==> src/rtl/clock_div_mux.sv <==
`default_nettype none
// ============================================================================
// Module   : clock_div_mux
// Purpose  : Programmable clock divider whose output fans out to NUM_OUT
//            individually gated channels. The divide ratio and the channel
//            enables are changed through a valid/ready handshake. A change
//            takes effect only at the rising point of the divided clock, so
//            no channel ever shows a runt or truncated pulse.
//
// Ports    : core_clock  - sole clock, rising edge
//            reset_n     - asynchronous active-low reset
//            cfg_div     - requested divide field D (half-period = D+1 cycles)
//            cfg_en      - requested per-channel enables
//            cfg_valid   - request strobe
//            cfg_ready   - high when a request can be accepted
//            clock_out   - gated divided clocks (registered)
//            active_div  - divide field currently in effect
//            active_en   - channel enables currently in effect
//
// Options  : CLOCK_DIV_MUX_CFG_SYNC_EN - when defined, cfg_valid passes through
//            a two-flop synchroniser and a rising-edge detector, so each 0->1
//            transition of the raw pin is one request (accept latency +2).
//            When undefined, cfg_valid is used directly as a level.
//
// Revision : 1.0 - initial release
// ============================================================================
module clock_div_mux #(
  parameter int unsigned              DIV_WIDTH = 8,
  parameter int unsigned              NUM_OUT   = 3,
  parameter logic [DIV_WIDTH-1:0]     RESET_DIV = '0,
  parameter logic [NUM_OUT-1:0]       RESET_EN  = '1
) (
  input  logic                        core_clock,
  input  logic                        reset_n,
  input  logic [DIV_WIDTH-1:0]        cfg_div,
  input  logic [NUM_OUT-1:0]          cfg_en,
  input  logic                        cfg_valid,
  output logic                        cfg_ready,
  output logic [NUM_OUT-1:0]          clock_out,
  output logic [DIV_WIDTH-1:0]        active_div,
  output logic [NUM_OUT-1:0]          active_en
);

  // --------------------------------------------------------------------------
  // Constants
  // --------------------------------------------------------------------------
  localparam logic [0:0]           c_st_run  = 1'b0;
  localparam logic [0:0]           c_st_pend = 1'b1;
  localparam logic [DIV_WIDTH-1:0] c_cnt_one = {{(DIV_WIDTH-1){1'b0}}, 1'b1};

  // --------------------------------------------------------------------------
  // Declarations
  // --------------------------------------------------------------------------
  logic [DIV_WIDTH-1:0] r_cnt;
  logic                 r_div_clk;
  logic [DIV_WIDTH-1:0] r_active_div;
  logic [NUM_OUT-1:0]   r_active_en;
  logic [DIV_WIDTH-1:0] r_pend_div;
  logic [NUM_OUT-1:0]   r_pend_en;
  logic [0:0]           r_state;
  logic [0:0]           w_state_next;
  logic [NUM_OUT-1:0]   r_clock_out;

  logic                 w_req;
  logic                 w_terminal;
  logic                 w_rise;
  logic                 w_div_clk_next;
  logic                 w_accept;
  logic                 w_apply;
  logic                 w_ready;
  logic [DIV_WIDTH-1:0] w_active_div_next;
  logic [NUM_OUT-1:0]   w_active_en_next;

  // --------------------------------------------------------------------------
  // Request front end
  // --------------------------------------------------------------------------
`ifdef CLOCK_DIV_MUX_CFG_SYNC_EN
  logic r_sync_meta;
  logic r_sync_out;
  logic r_sync_dly;

  // Two synchroniser flops followed by a delay flop for edge detection; a
  // request is a single-cycle pulse on the 0->1 transition of the raw pin.
  always_ff @(posedge core_clock or negedge reset_n) begin
    if (!reset_n) begin
      r_sync_meta <= 1'b0;
      r_sync_out  <= 1'b0;
      r_sync_dly  <= 1'b0;
    end else begin
      r_sync_meta <= cfg_valid;
      r_sync_out  <= r_sync_meta;
      r_sync_dly  <= r_sync_out;
    end
  end

  assign w_req = r_sync_out & ~r_sync_dly;
`else
  assign w_req = cfg_valid;
`endif

  // --------------------------------------------------------------------------
  // Divider
  // --------------------------------------------------------------------------
  // The terminal count ends a half-period. A terminal cycle while the divided
  // clock is low is the rising point: the only instant at which a new ratio
  // or enable set may take effect.
  assign w_terminal     = (r_cnt == r_active_div);
  assign w_rise         = w_terminal & ~r_div_clk;
  assign w_div_clk_next = w_terminal ? ~r_div_clk : r_div_clk;

  always_ff @(posedge core_clock or negedge reset_n) begin
    if (!reset_n) begin
      r_cnt     <= '0;
      r_div_clk <= 1'b0;
    end else begin
      if (w_terminal) begin
        r_cnt <= '0;
      end else begin
        r_cnt <= r_cnt + c_cnt_one;
      end
      r_div_clk <= w_div_clk_next;
    end
  end

  // --------------------------------------------------------------------------
  // Configuration FSM: state register
  // --------------------------------------------------------------------------
  always_ff @(posedge core_clock or negedge reset_n) begin
    if (!reset_n) begin
      r_state <= c_st_run;
    end else begin
      r_state <= w_state_next;
    end
  end

  // --------------------------------------------------------------------------
  // Configuration FSM: next-state logic
  // --------------------------------------------------------------------------
  // A request accepted on a rising-point edge lands in PEND after that edge,
  // so it is applied at the following rising point, never the current one.
  always_comb begin
    w_state_next = r_state;
    case (r_state)
      c_st_run: begin
        if (w_req) begin
          w_state_next = c_st_pend;
        end
      end
      c_st_pend: begin
        if (w_rise) begin
          w_state_next = c_st_run;
        end
      end
      default: begin
        w_state_next = c_st_run;
      end
    endcase
  end

  // --------------------------------------------------------------------------
  // Configuration FSM: outputs
  // --------------------------------------------------------------------------
  always_comb begin
    w_ready  = 1'b0;
    w_accept = 1'b0;
    w_apply  = 1'b0;
    case (r_state)
      c_st_run: begin
        w_ready  = 1'b1;
        w_accept = w_req;
      end
      c_st_pend: begin
        w_apply  = w_rise;
      end
      default: begin
        w_ready  = 1'b0;
      end
    endcase
  end

  // --------------------------------------------------------------------------
  // Pending and active configuration
  // --------------------------------------------------------------------------
  always_ff @(posedge core_clock or negedge reset_n) begin
    if (!reset_n) begin
      r_pend_div <= '0;
      r_pend_en  <= '0;
    end else if (w_accept) begin
      r_pend_div <= cfg_div;
      r_pend_en  <= cfg_en;
    end
  end

  assign w_active_div_next = w_apply ? r_pend_div : r_active_div;
  assign w_active_en_next  = w_apply ? r_pend_en  : r_active_en;

  // The counter restarts at the application edge, so the new ratio governs
  // the high phase that begins there.
  always_ff @(posedge core_clock or negedge reset_n) begin
    if (!reset_n) begin
      r_active_div <= RESET_DIV;
      r_active_en  <= RESET_EN;
    end else begin
      r_active_div <= w_active_div_next;
      r_active_en  <= w_active_en_next;
    end
  end

  // --------------------------------------------------------------------------
  // Gated output channels
  // --------------------------------------------------------------------------
  // Each channel is registered from the next divided-clock value so it rises
  // on the same edge as the divider. Enables only change at a rising point,
  // so a disabled channel still finishes its current high phase.
  generate
    for (genvar gi = 0; gi < NUM_OUT; gi++) begin : g_chan
      always_ff @(posedge core_clock or negedge reset_n) begin
        if (!reset_n) begin
          r_clock_out[gi] <= 1'b0;
        end else begin
          r_clock_out[gi] <= w_div_clk_next & w_active_en_next[gi];
        end
      end
    end
  endgenerate

  // --------------------------------------------------------------------------
  // Output assignments
  // --------------------------------------------------------------------------
  assign cfg_ready  = w_ready;
  assign clock_out  = r_clock_out;
  assign active_div = r_active_div;
  assign active_en  = r_active_en;

endmodule
`default_nettype wire
==> config.mk <==
export PLATFORM = sky130hd
export DESIGN_NAME = clock_div_mux
export DESIGN_NICKNAME = d
export VERILOG_FILES = /design/src/rtl/clock_div_mux.sv
export SDC_FILE = /design/constraint.sdc
export NUM_CORES = 1
export LEC_CHECK = 0
export ABC_AREA = 1
export BUFFER_PORTS_ARGS = -buffer_cell sky130_fd_sc_hd__buf_4
export CORE_ASPECT_RATIO = 1.25
export CORE_MARGIN = 2
export CORE_UTILIZATION = 30
export CTS_CLUSTER_DIAMETER = 60
export DETAILED_ROUTE_END_ITERATION = 6
export HOLD_SLACK_MARGIN = 0.12
export PLACE_DENSITY = 0.52
export RECOVER_POWER = 50
export SLEW_MARGIN = 40
export SYNTH_ARGS = -nofsm -noshare
export SYNTH_HDL_FRONTEND = slang
export SYNTH_SLANG_ARGS = --single-unit
==> constraint.sdc <==
create_clock -name core_clock -period 2.7 [get_ports core_clock]
set_input_delay 0.27 -clock core_clock [delete_from_list [all_inputs] [get_ports core_clock]]
set_output_delay 0.27 -clock core_clock [all_outputs]
set_load 0.1 [all_outputs]
==> metrics.txt, run 1 <==
Die W=67.9 um; status=complete, but fails checks; vias in the first global route=1060; sequential area share after synthesis=57.4%; Netlist Area Pre-Place=1530 um^2; WP data arrival=2.41 ns; total track usage=11.4%; Comb power frac=9.9%; Clock Pin Slew Worst Setup and Hold Paths=0.07 ns; Setup Viol. Count Final=0; Max stage delay on crit path=0.43 ns; clock power share=33.5%; 1st-pass router iterations=3; final WL=2.79 mm; actual slew at the worst max-slew pin=1.84 ns; hold path cells=2; core area=5010 um^2; Hold Crit Class=input pin to register; placed cells=256; DRT iter0 DRCs=21; most frequent cells in the layout=nand2_1, dfrtp_1, inv_1, nor2_1, buf_4; sequence of cells on the critical path=inv_1 -> nand2_1 -> nand2_1 -> nor2_1 -> nand2_1 -> nor2_4 -> ha_1 -> nand2_1 -> inv_1 -> or2_2 -> o21ai_0 -> nor2_1; Hold Buf Count CTS=1; clock sinks=35; CP Launch Type=register; largest net degree at the start of global routing=36; Pwr Total=1.07 mW; failing checks=capacitance limit, slew limit; Placer Congestion=0.669; IO Pins=29; Root Buffer=clkbuf_8; Sw Ratio=23.3%; internal power component=0.819 mW; clk_skew=0.00346 ns; port bufs=28; CTS tree=yes; Synth Instances=169; clock buffer count from CTS=5; power per cell area=570 nW/um^2; Setup WS pre-CTS=0.495 ns; Crit Path Category=register to register; global route overflow=0; RSZ-0062 raised after global routing=no; Starting Density=30.6%; Final nets=218; routed vias=1091; fin worst setup slack=0.507 ns; most common cell after layout, fill and taps aside=nand2_1; warnings from Yosys=0; final cell utilization of the core=37.4%; Fin. Hold Viols=0; leakage power=1.01 nW; initial antenna violation count=0; vias per cell=4.12; CP max stage cell=dfrtp_1; Achievable Freq=0.456 GHz; CTS resizes=0; htree depth=2; non-filler instance count after layout=265; Final Cycle Share=81.2%; Wirelength per Cell=10.5 um; max-slew violation count=36; Cell variety after synth=21; Seq pwr share=56.7%; CP most frequent cell=nand2_1; CP Max Fanout=12; worst relative slew slack=-22.8%; layout cells sized above 1=20.7%; number of remaining DRC errors=0; first-pass GRT wire length=4.84 mm; post-synthesis area per instance=9.07 um^2; #FFs+latches synth=35; DIE AREA=5700 um^2; Post-Syn Nets=185; VDD IR max=0.376 mV; Row Count=29; R2R depth=12; diode count=0; setup TNS=0 ns; Longest Clk Path Bufs=2; Area Overhead vs Synth=22.3%; Setup crit end kind=register; Routed Antenna Nets=0; max cap viols=1; Die H=83.9 um; post-CTS setup buffer count=0; WP data required=2.92 ns; filler cell count=539; Skew-Pair Late Insertion Delay=0.28 ns; sw power=0.249 mW; Final Critical Period=2.19 ns; HPWL after detailed placement=1.99 mm
critical path, delay by kind of cell, from the launching register on:
kind | cells | cell delay (ns)
simple gates | 8 | 1.03
flops | 1 | 0.43
buf+inv | 2 | 0.36
fa+ha+maj | 1 | 0.21
compound gates | 1 | 0.09
Yosys cell counts:
cell type	n	area [um^2]
a21oi_1	4	20.0
buf_2	1	5.00
buf_6	1	11.3
clkbuf_1	1	3.75
dfrtp_1	32	801
dfstp_2	3	78.8
ha_1	2	25.0
inv_1	30	113
mux2_2	6	67.6
mux2_4	1	15.0
nand2_1	39	146
nand2_2	1	6.26
nand3_1	1	5.00
nand4_1	1	6.26
nor2_1	24	90.1
nor2_4	1	11.3
o21ai_0	13	65.1
or2_1	2	12.5
or2_2	1	6.26
xnor2_1	2	17.5
xor2_1	3	26.3
power by group through the flow:
stage                     sequential [mW]  clock, mW  combinational, mW
after CTS                           0.606      0.381              0.109
after floorplan                     0.610          0             0.0727
after detailed placement            0.616          0              0.108
final                               0.605      0.358              0.105
after global routing                0.614      0.403              0.117
after global placement              0.616          0              0.106
cell families after synthesis:
logic type                 synth area share (%)
AOI/OAI and AO/OA                          5.55
xor gates and xnor gates                   2.86
adders and majority gates                  1.63
buffers and inverters                      8.65
DFF                                        57.4
muxes                                      5.39
and+or+nand+nor                            18.5
metrics by stage:
| step | cell area (um^2) | hold slack, ns |
|---|---|---|
| 6_report | 1870 | 0.211 |
| 5_1_grt | 1870 | 0.199 |
| 4_1_cts | 1890 | 0.201 |
| 3_5_place_dp | 1800 | 0.250 |
| 3_3_place_gp | 1800 | 0.249 |
| 2_1_floorplan | 1530 | -0.0256 |
final timing paths:
check                         startpoint       endpoint  slack (ns)
max                             r_cnt[2]   clock_out[2]        0.51
max in group asynchronous        reset_n  r_pend_div[4]        0.61
min                           cfg_div[3]  r_pend_div[3]        0.21
min in group asynchronous        reset_n  r_pend_div[1]        1.01
max reg2reg                     r_cnt[2]   clock_out[2]        0.51
min reg2reg                r_pend_div[0]  active_div[0]        0.48
flip-flops by register name, indices dropped and copies added, names as in the netlist:
name	flops
r_cnt	8
r_state	1
r_pend_div	8
active_div	8
active_en	3
r_div_clk	1
clock_out	3
r_pend_en	3
routing by layer:
layer | track usage (%) | vias up | part of all wire [%] | wire, um
met2 | 17.6 | 18 | 51 | 1410
li1 | - | 571 | - | -
met4 | 5.45 | 0 | 2.3 | 64
met3 | 3.37 | 6 | 3.3 | 92
met5 | 0 | - | 0 | 0
met1 | 14.4 | 496 | 44 | 1220
cell type report:
cell class | instances | area [um^2] | share of cell area (%)
clock buffers | 7 | 76.3 | 4.07
clock inverters | 1 | 5.00 | 0.267
inverters | 30 | 113 | 6.01
multi-input cells | 101 | 518 | 27.6
flip-flops and latches | 35 | 880 | 46.9
well taps | 62 | 77.6 | 4.14
repair buffers | 29 | 205 | 10.9
(Power assumes the default switching activity.)
==> run 2: changes to the inputs <==
--- a/config.mk
+++ b/config.mk
@@ -13,7 +13,7 @@
 export CTS_CLUSTER_DIAMETER = 60
 export DETAILED_ROUTE_END_ITERATION = 6
 export HOLD_SLACK_MARGIN = 0.12
-export PLACE_DENSITY = 0.52
+export PLACE_DENSITY = 0.54
 export RECOVER_POWER = 50
 export SLEW_MARGIN = 40
 export SYNTH_ARGS = -nofsm -noshare
==> constraint.sdc (replaced) <==
create_clock -name core_clock -period 1.8 [get_ports core_clock]
set_input_delay 0.18 -clock core_clock [delete_from_list [all_inputs] [get_ports core_clock]]
set_output_delay 0.18 -clock core_clock [all_outputs]
set_load 0.1 [all_outputs]
==> run 2 against run 1 <==
The flow now finishes without violations. Fmax up 31%. Sequential cell count unchanged. Non-clock buffer count rose by 9. Largest cell class unchanged. Sequential power grew 52%. Highest routed layer unchanged. First-iteration DRC count is 57% higher.
==> metrics.txt, run 2 (synthesized netlist as in run 1, its figures left out) <==
Starting Density=30.6% (unchanged); Achievable Freq=0.599 GHz (+31%); IO Pins=29 (unchanged); Placer Congestion=0.739 (+11%); CP Launch Type=register; Crit Path Category=register to register; HPWL after detailed placement=2.10 mm (+5.6%); DRT iter0 DRCs=33 (+57%); worst relative slew slack=42.9% (+66 points); most common cell after layout, fill and taps aside=nand2_1; Setup crit end kind=register; port bufs=28 (unchanged); final cell utilization of the core=40.6% (+3.1 points); most frequent cells in the layout=nand2_1, inv_1, buf_4, dfrtp_1, nor2_1; RSZ-0062 raised after global routing=no; clock buffer count from CTS=5 (unchanged); Setup Viol. Count Final=0 (unchanged); Final nets=227 (+4.1%); Area Overhead vs Synth=32.6%; max-slew violation count=0 (-100%); clock sinks=35 (unchanged); 1st-pass router iterations=2 (-1); Die H=83.9 um (unchanged); Final Cycle Share=92.8% (+12 points); Die W=67.9 um (unchanged); max cap viols=0 (-1); total track usage=12.0% (+0.55 points); final WL=2.91 mm (+4.5%); number of remaining DRC errors=0 (unchanged); Root Buffer=clkbuf_8; CP Max Fanout=5 (-7); power per cell area=820 nW/um^2 (+44%); global route overflow=0 (unchanged); diode count=0 (unchanged); Routed Antenna Nets=0 (unchanged); CTS tree=yes; VDD IR max=0.654 mV (+74%); routed vias=1140 (+4.5%); vias per cell=4.16 (+1.1%); DIE AREA=5700 um^2 (unchanged); Row Count=29 (unchanged); initial antenna violation count=0 (unchanged); actual slew at the worst max-slew pin=0.857 ns (-0.985 ns); layout cells sized above 1=34.9% (+14 points); status=finished clean; largest net degree at the start of global routing=36 (unchanged); setup TNS=0 ns (unchanged); Final Critical Period=1.67 ns (-0.524 ns); Fin. Hold Viols=0 (unchanged); htree depth=2 (unchanged); Hold Crit Class=input pin to register; Wirelength per Cell=10.6 um (+1.1%); vias in the first global route=1149 (+8.4%); WP data arrival=1.84 ns (-0.57 ns); first-pass GRT wire length=5.11 mm (+5.7%); R2R Setup Slk=0.13 ns (-0.38 ns); WP data required=1.97 ns (-0.95 ns); Longest Clk Path Bufs=2 (unchanged); clk_skew=0.00898 ns (+0.00552 ns); Skew-Pair Late Insertion Delay=0.29 ns (about the same); core area=5010 um^2 (unchanged); Clock Pin Slew Worst Setup and Hold Paths=0.07 ns (about the same); filler cell count=523 (-3.0%); leakage power=1.06 nW (+4.3%)
==> run 2: cell count changes in the layout (fill, tap and decap cells not counted), sizes merged <==
cell | before | now
clkbuf | 11 | 15
clkinvlp | 0 | 1
dlygate4sd3 | 1 | 5
inv | 30 | 29
buf | 24 | 25
==> run 2: layout make-up <==
class | instances | area, um^2 | area share (%)
clock buffer | 7 | 86.3 | 4.25
clock inverter | 1 | 5.00 | 0.246
inverter | 30 | 116 | 5.73
multi-input combinational | 101 | 559 | 27.5
sequential | 35 | 910 | 44.8
tap | 62 | 77.6 | 3.82
timing repair buffer | 38 | 278 | 13.7
==> run 2: where the power goes <==
part	internal [mW]	switching, mW
Sequential	0.875	0.0464
Clock	0.308	0.272
Combinational	0.0885	0.0752
Total	1.27	0.394
==> run 2: path summary, 6_finish.rpt <==
path,startpoint,end,cells after the start
worst max register to register,active_div[4],clock_out[2],12
min in group asynchronous,reset_n,r_cnt[6],2
worst min-delay path,cfg_en[2],r_pend_en[2],2
worst max-delay path,active_div[4],clock_out[2],12
max in group asynchronous,reset_n,active_div[4],2
worst min register to register,r_pend_div[1],active_div[1],2
==> run 2: layer usage <==
layer  wire length (um)  share of wire, %  track usage, %
met2               1440                49            18.9
met1               1290                44            14.7
met3                130               4.5            3.64
met5                  0                 0               0
met4                 61               2.1            5.45
==> run 2: timing repair <==
item / in CTS / in global routing
gates resized for setup: 1 / 8
hold buffers: 5 / 0
pin swaps: 0 / 1
buffers inserted: 0 / 2
endpoints found under the hold margin: 36 / 0
cloned: 0 / 0
setup endpoints to repair: 1 / 11
==> run 2: stage by stage <==
step | instance area [um^2] | hold WS [ns] | power (mW) | setup slack (ns) | std cells
after floorplan | 1590 | -0.116 | 1.03 | -0.0459 | 169
after global placement | 1870 | 0.167 | 1.09 | 0.0497 | 259
after CTS | 2020 | 0.120 | 1.69 | 0.0238 | 272
final | 2030 | 0.129 | 1.67 | 0.130 | 274
after detailed placement | 1870 | 0.164 | 1.09 | 0.00986 | 259
after global routing | 2030 | 0.121 | 1.74 | 0.0319 | 274
==> run 2: worst max-delay path: stages (launching register included) <==
cell and delay, ns:
dfrtp_4 0.49, nand2_1 0.07, inv_1 0.03, nor2_1 0.08
nor2_1 0.04, nand2_1 0.10, nor2_4 0.06, ha_4 0.16
nand2_4 0.08, inv_2 0.05, or2_2 0.28, o21ai_2 0.07
nor2_1 0.05
